[src/rtl/instr_fetch_unit.sv]
// Instruction fetch stage: owns the PC, fetches over req/ack, holds the word for decode via valid/ready.
// Optional macro FETCH_MISALIGN_TRAP_EN: a misaligned branch target traps (S_TRAP) instead of being aligned.
module instr_fetch_unit #(
   parameter int              XLEN     = 32,
   parameter logic [XLEN-1:0] RESET_PC = '0,
   parameter int              PC_STEP  = 4
) (
   input  logic            clk,
   input  logic            reset,
   output logic            imem_req,
   output logic [XLEN-1:0] imem_addr,
   input  logic            imem_ack,
   input  logic [XLEN-1:0] imem_rdata,
   output logic [XLEN-1:0] instr,
   output logic            instr_valid,
   input  logic            instr_ready,
   input  logic            branch_taken,
   input  logic [XLEN-1:0] branch_target,
   output logic [XLEN-1:0] pc,
   output logic [31:0]     instret,
   output logic            fetch_fault
);

   // Handshakes: imem_req/imem_addr stay stable until imem_ack (ack may come in the req cycle);
   // instr/pc stay stable while instr_valid && !instr_ready; a transfer happens when both are high.
`ifdef FETCH_MISALIGN_TRAP_EN
   typedef enum logic [1:0] {S_RST = 2'd0, S_FETCH = 2'd1, S_HOLD = 2'd2, S_TRAP = 2'd3} state_t;
`else
   typedef enum logic [1:0] {S_RST = 2'd0, S_FETCH = 2'd1, S_HOLD = 2'd2} state_t;
`endif

   state_t          state, next_state;
   logic            accept;
   logic            misalign;
   logic [XLEN-1:0] target_aligned;

   assign accept         = (state == S_HOLD) && instr_valid && instr_ready;
   assign misalign       = branch_taken && (branch_target[1:0] != 2'b00);
   assign target_aligned = branch_target & ~XLEN'(3);
   assign imem_req       = (state == S_FETCH);
   assign imem_addr      = pc;

   always_comb begin
      next_state = state;
      case (state)
         S_RST:   next_state = S_FETCH;
         S_FETCH: if (imem_ack) next_state = S_HOLD;
         S_HOLD: begin
            if (accept) begin
`ifdef FETCH_MISALIGN_TRAP_EN
               next_state = misalign ? S_TRAP : S_FETCH;
`else
               next_state = S_FETCH;
`endif
            end
         end
`ifdef FETCH_MISALIGN_TRAP_EN
         S_TRAP:  next_state = S_TRAP;
`endif
         default: next_state = S_RST;
      endcase
   end

`ifdef FETCH_MISALIGN_TRAP_EN
   logic fault_q;
   assign fetch_fault = fault_q;
`else
   assign fetch_fault = 1'b0;
`endif

   always_ff @(posedge clk) begin
      if (!reset) begin
         state       <= S_RST;
         pc          <= RESET_PC;
         instr       <= '0;
         instr_valid <= 1'b0;
         instret     <= '0;
`ifdef FETCH_MISALIGN_TRAP_EN
         fault_q     <= 1'b0;
`endif
      end else begin
         state <= next_state;
         if ((state == S_FETCH) && imem_ack) begin
            instr       <= imem_rdata;
            instr_valid <= 1'b1;
         end
         if (accept) begin
            instret     <= instret + 32'd1;
            instr_valid <= 1'b0;
            if (branch_taken) begin
`ifdef FETCH_MISALIGN_TRAP_EN
               if (misalign) begin
                  pc      <= branch_target;
                  fault_q <= 1'b1;
               end else begin
                  pc <= target_aligned;
               end
`else
               pc <= target_aligned;
`endif
            end else begin
               pc <= pc + XLEN'(PC_STEP);
            end
         end
      end
   end

endmodule

[config.mk]
export PLATFORM = sky130hd
export DESIGN_NAME = instr_fetch_unit
export DESIGN_NICKNAME = d
export VERILOG_FILES = /design/src/rtl/instr_fetch_unit.sv
export SDC_FILE = /design/constraint.sdc
export NUM_CORES = 1
export LEC_CHECK = 0
export BUFFER_PORTS_ARGS = -buffer_cell sky130_fd_sc_hd__buf_2
export CELL_PAD_IN_SITES_DETAIL_PLACEMENT = 0
export CELL_PAD_IN_SITES_GLOBAL_PLACEMENT = 1
export CORE_MARGIN = 2
export CORE_UTILIZATION = 37
export CTS_CLUSTER_SIZE = 20
export DETAILED_ROUTE_END_ITERATION = 6
export PLACE_DENSITY = 0.82
export SETUP_SLACK_MARGIN = 0.02
export SLEW_MARGIN = 20
export SYNTH_ARGS = -nofsm -noshare
export SYNTH_HDL_FRONTEND = slang
export SYNTH_SLANG_ARGS = --single-unit
[constraint.sdc]
create_clock -name clk -period 2.8 [get_ports clk]
set_input_delay 0.42 -clock clk [delete_from_list [all_inputs] [get_ports clk]]
set_output_delay 0.42 -clock clk [all_outputs]
set_load 0.02 [all_outputs]
# [Word level (Yosys, flattened, before mapping)]
# Index checks and enable logic that the tools add are counted.
[totals] out_inout_bits=131 input_bits=69 register_bits=99
[op_classes] eq_ne=4 n_bitwise=1 n_reduce_logical=6 n_mux=4 addsub=2
[op_table] operator="32-bit by 1-bit adder with 32-bit output, second input constant" n=1
[op_table] operator="32-bit by 3-bit adder with 32-bit output, second input constant" n=1
[op_table] operator="32-bit 2-to-1 mux" n=1
[op_table] operator="2-bit one-hot mux with 3 select lines" n=1
[op_table] operator="2-bit 2-to-1 mux" n=2
[op_table] operator="1-bit logical AND" n=3
[op_table] operator="2-bit by 1-bit == test with 1-bit output, second input constant" n=1
[op_table] operator="2-bit == test, second input constant" n=1
[op_table] operator="2-bit logical NOT" n=1
[op_table] operator="2-bit by 1-bit inequality test with 1-bit output, second input constant" n=1
[op_table] operator="2-bit inequality test, second input constant" n=1
[op_table] operator="2-bit AND reduction" n=1
[op_table] operator="2-bit OR reduction" n=1
[op_table] operator="1-bit NOT" n=1

# [Logic depth before layout (Yosys ltp)]
[depth] ltp_word=5 ltp_mapped=7 mapped_depth_nobuf=6

# [Worst setup path after synthesis]
# No wires, ideal clock.
[synth_path] kind="register -> register" start="reg pc[2] (netlist: imem_addr[2])" end="reg pc[26] (netlist: imem_addr[26])" stages_incl_launch_ff=7 arrival_time_ns=1.779 required_ns=2.667 path_slack_ns=0.888 period_less_slack_ns=1.912 path_cell_list="dfxtp_1 > ha_1 > and3_1 > nand4_2 > nor4_2 > mux2i_1 > a31oi_1"
[synth_between] elab_chain_len=2
[synth_rtl] item="start: declaration" line_no="19" text="output logic [XLEN-1:0] pc,"
[synth_rtl] item="start signal: assignment" line_no="99" text="pc <= target_aligned;"
[synth_rtl] item="start signal: assignment" line_no="102" text="pc <= pc + XLEN'(PC_STEP);"
[synth_rtl] item="32-bit by 3-bit adder with 32-bit output" line_no="102"
[synth_rtl] item="32-bit 2-to-1 mux" line_no="90" text="if (branch_taken) begin"
# Every way passes these cells.
# A chain may end at the register's enable or synchronous reset.

# [Final worst setup path]
[layout_path] start="reg pc[2] (netlist: imem_addr[2])" end="reg pc[28] (netlist: imem_addr[28])"
# The elaborated chain is that of the path after synthesis.

==> out/qor.csv <==
metric,value,unit
Logic pwr share,8.3,%
CTS Buf Count,9,
Worst EP arrival,2.33,ns
final WL,13700,um
Post-Syn Area,4920,um2
Critical-path top delay cell,nor4_1,
Layout area overhead,23.5,%
sw power,711,uW
number of I/O pins,200,
Initial DRT Pass Iterations,5,
peak supply drop,0.230,mV
setup TNS,0,ns
antenna violations before repair,1,
CTS Buffer Depth,2,
Yosys warnings,0,
status,completed,
"flops & latches, synth",97,
postcts setup bufs,0,
largest net degree at the start of global routing,48,
post-CTS sizing,0,
Die H,119,um
Main synth FF type,dfxtp_1,
drt initial violations,309,
Placer Congestion,0.786,
simple-gate share of the synthesized area,29.7,%
max_cap viols,0,
Int Pwr,2300,uW
Hold Buf Count CTS,0,
vias per inst,5.18,
largest family of logic cells by synthesized area,simple AND/OR/NAND/NOR gates,
Filler cells,1354,
die width,119,um
Overflow after GRT,0,
Worst-path clk slew,0.07,ns
Worst R2R Path Depth,6,
core outline area,13100,um2
post-synthesis xor/xnor area fraction,4.99,%
Final Power,3010,uW
unrepaired setup endpoints after global routing,false,
first-pass GRT wire length,22000,um
leakage power,0.00268,uW
Tmin final,2.13,ns
CP Class,flop to flop,
pwr dens,495,nW/um2
Cells after Synth,627,
Starting Density,37.6,%
Worst Clk Skew,0.00622,ns
CP max stage delay,0.46,ns
Hold Crit Depth,3,
clock tree sinks,97,
r2r setup slk,0.67,ns
Synth Area in Compound Gates,14.8,%
sequential fraction of the synthesis area,39.5,%
post-synthesis mux area share,1.68,%
H-Tree Depth,3,
number of global-route vias before repair,4489,
Netlist cell types,57,
fin nets,839,
hold crit path type,primary input to flop,
"FFs w/ async S/R, synth",0,%
CTS root buf,clkbuf_16,
IO buf count,192,
GRT Total Usage,18.8,%
"delay-heaviest family, CP",simple AND/OR/NAND/NOR gates,
CP Max Fanout,8,
Worst EP required,3.00,ns
DR WL/cell,14.5,um
adder-cell area share of the yosys netlist,0.509,%
die area,14200,um2
Hold Startpoint,imem_rdata[30],
antenna-violating nets left,0,
Final Max Slew Viols,0,
nature of the critical path startpoint,flop,
Mapped Avg Cell Area,7.84,um2
Worst Hold Endpoint,instr[30],
Rel. slew slack,51.9,%
Buf/Inv on CP,0,
fmax,470,MHz
final hold vios,0,
# setup viols final,0,
row count,42,
CTS tree,yes,
sequential power share,47.4,%
"EDFF count, synth",0,
Critical R2R Launch,imem_addr[2],
Vias,4915,
fraction of layout cells with a size suffix above 1,30.1,%
Switching Fraction,23.6,%
Final Cycle Share,76.0,%
placed wire-length estimate,9750,um
Setup crit end kind,flop,
DR DRC count,0,
actual slew at the worst max-slew pin,0.721,ns
Clock power frac,44.3,%
CP Cell Sequence,ha_1 -> and3_1 -> nand4_2 -> nor4_1 -> mux2i_1 -> o21ai_0,
worst r2r dst,imem_addr[28],
Worst-Skew Late Latency,0.34,ns
power by group through the flow:
stage / registers (uW) / logic, uW / clock network, uW
finish: 1430 / 249 / 1330
global route: 1430 / 274 / 1420
CTS: 1430 / 251 / 1360
detailed placement: 1460 / 251 / 0
global placement: 1460 / 246 / 0
floorplan: 1490 / 124 / 0
stage by stage:
| step | hold slack [ns] | util [%] | std cells | instance area (um2) | setup slack, ns |
|---|---|---|---|---|---|
| 2_1_floorplan | 0.534 | - | 631 | 4930 | 0.888 |
| 3_3_place_gp | 0.440 | 43.9 | 933 | 5750 | 0.724 |
| 3_5_place_dp | 0.446 | 43.9 | 933 | 5750 | 0.704 |
| 4_1_cts | 0.297 | 46.4 | 948 | 6070 | 0.688 |
| 5_1_grt | 0.301 | 46.4 | 949 | 6070 | 0.433 |
| 6_report | 0.310 | 46.4 | 949 | 6070 | 0.671 |
layer usage:
| layer | GRT usage [%] | vias up | share of wire (%) |
|---|---|---|---|
| li1 | - | 2435 | - |
| met1 | 24.2 | 2312 | 44 |
| met2 | 31.6 | 156 | 49 |
| met3 | 3.69 | 12 | 6.2 |
| met4 | 6.62 | 0 | 1.2 |
| met5 | 0 | - | 0 |
flip-flops by register name, summed over array words and instances (netlist names):
| register | cells |
|---|---|
| imem_addr | 30 |
| instr | 32 |
| instr_valid | 1 |
| instret | 32 |
| state | 2 |
synthesized netlist by cell type, types with 3 or more instances:
| library cell | n | area (um2) |
|---|---|---|
| dfxtp_1 | 97 | 1940 |
| nor2b_1 | 5 | 31.3 |
| xor2_1 | 16 | 140 |
| buf_2 | 8 | 40.0 |
| and4_1 | 5 | 43.8 |
| nor4_2 | 5 | 62.6 |
| o22ai_1 | 4 | 25.0 |
| o21a_1 | 3 | 22.5 |
| o211ai_1 | 3 | 22.5 |
| nor4_1 | 8 | 50.1 |
| clkbuf_1 | 28 | 105 |
| nor3_1 | 8 | 40.0 |
| xnor2_1 | 12 | 105 |
| mux2i_1 | 6 | 60.1 |
| and3_1 | 13 | 81.3 |
| and2_1 | 4 | 25.0 |
| nor2_1 | 59 | 221 |
| a31oi_1 | 11 | 68.8 |
| inv_1 | 5 | 18.8 |
| nand2_1 | 111 | 417 |
| o21bai_1 | 3 | 22.5 |
| nand3_1 | 37 | 185 |
| a21oi_1 | 62 | 310 |
| o21ai_0 | 15 | 75.1 |
| nand4_1 | 20 | 125 |
| buf_4 | 35 | 263 |
cell usage in the layout (no fill, tap or decap), types with 12 or more instances in the layout:
master / netlist / routed
buf_2: 8 / 192
nand2_1: 111 / 111
dfxtp_1: 97 / 97
a21oi_1: 62 / 62
nor2_1: 59 / 58
nand3_1: 37 / 37
nand4_1: 20 / 20
xor2_1: 16 / 16
o21ai_0: 15 / 15
and3_1: 13 / 13
xnor2_1: 12 / 12
worst register-to-register path, stage by stage (launching register included):
cell and delay, ns:
dfxtp_1 0.44, ha_1 0.24, and3_1 0.29, nand4_2 0.21
nor4_1 0.46, mux2i_1 0.25, o21ai_0 0.10
how the worst max path moves through the flow:
| stage | start | endpoint | slack, ns | cells after the start |
|---|---|---|---|---|
| floorplan | imem_addr[2] | imem_addr[26] | 0.89 | 6 |
| global placement | reset | imem_addr[30] | 0.72 | 6 |
| detailed placement | reset | imem_addr[30] | 0.70 | 6 |
| CTS | imem_addr[2] | imem_addr[28] | 0.69 | 6 |
| global route | imem_addr[2] | imem_addr[28] | 0.43 | 6 |
| finish | imem_addr[2] | imem_addr[28] | 0.67 | 6 |
cells by family (layout without fill, tap and decap cells):
kind of cell | after synthesis | count (layout)
mux | 8 | 8
simple gates | 292 | 292
compound gates | 122 | 122
flops | 97 | 97
buf+inv | 77 | 218
xor+xnor | 28 | 28
fa+ha+maj | 2 | 2
other cells | 1 | 6
cell type report:
type	instances	area, um2	share of cell area [%]
diodes	1	2.50	0.0412
clock buffers	10	239	3.94
clock inverters	5	80.1	1.32
inverters	5	18.8	0.309
multi-input cells	457	2560	42.2
flip-flops and latches	97	1940	32.0
well taps	176	220	3.63
repair buffers	198	1010	16.6
(Power assumes the default switching activity.)
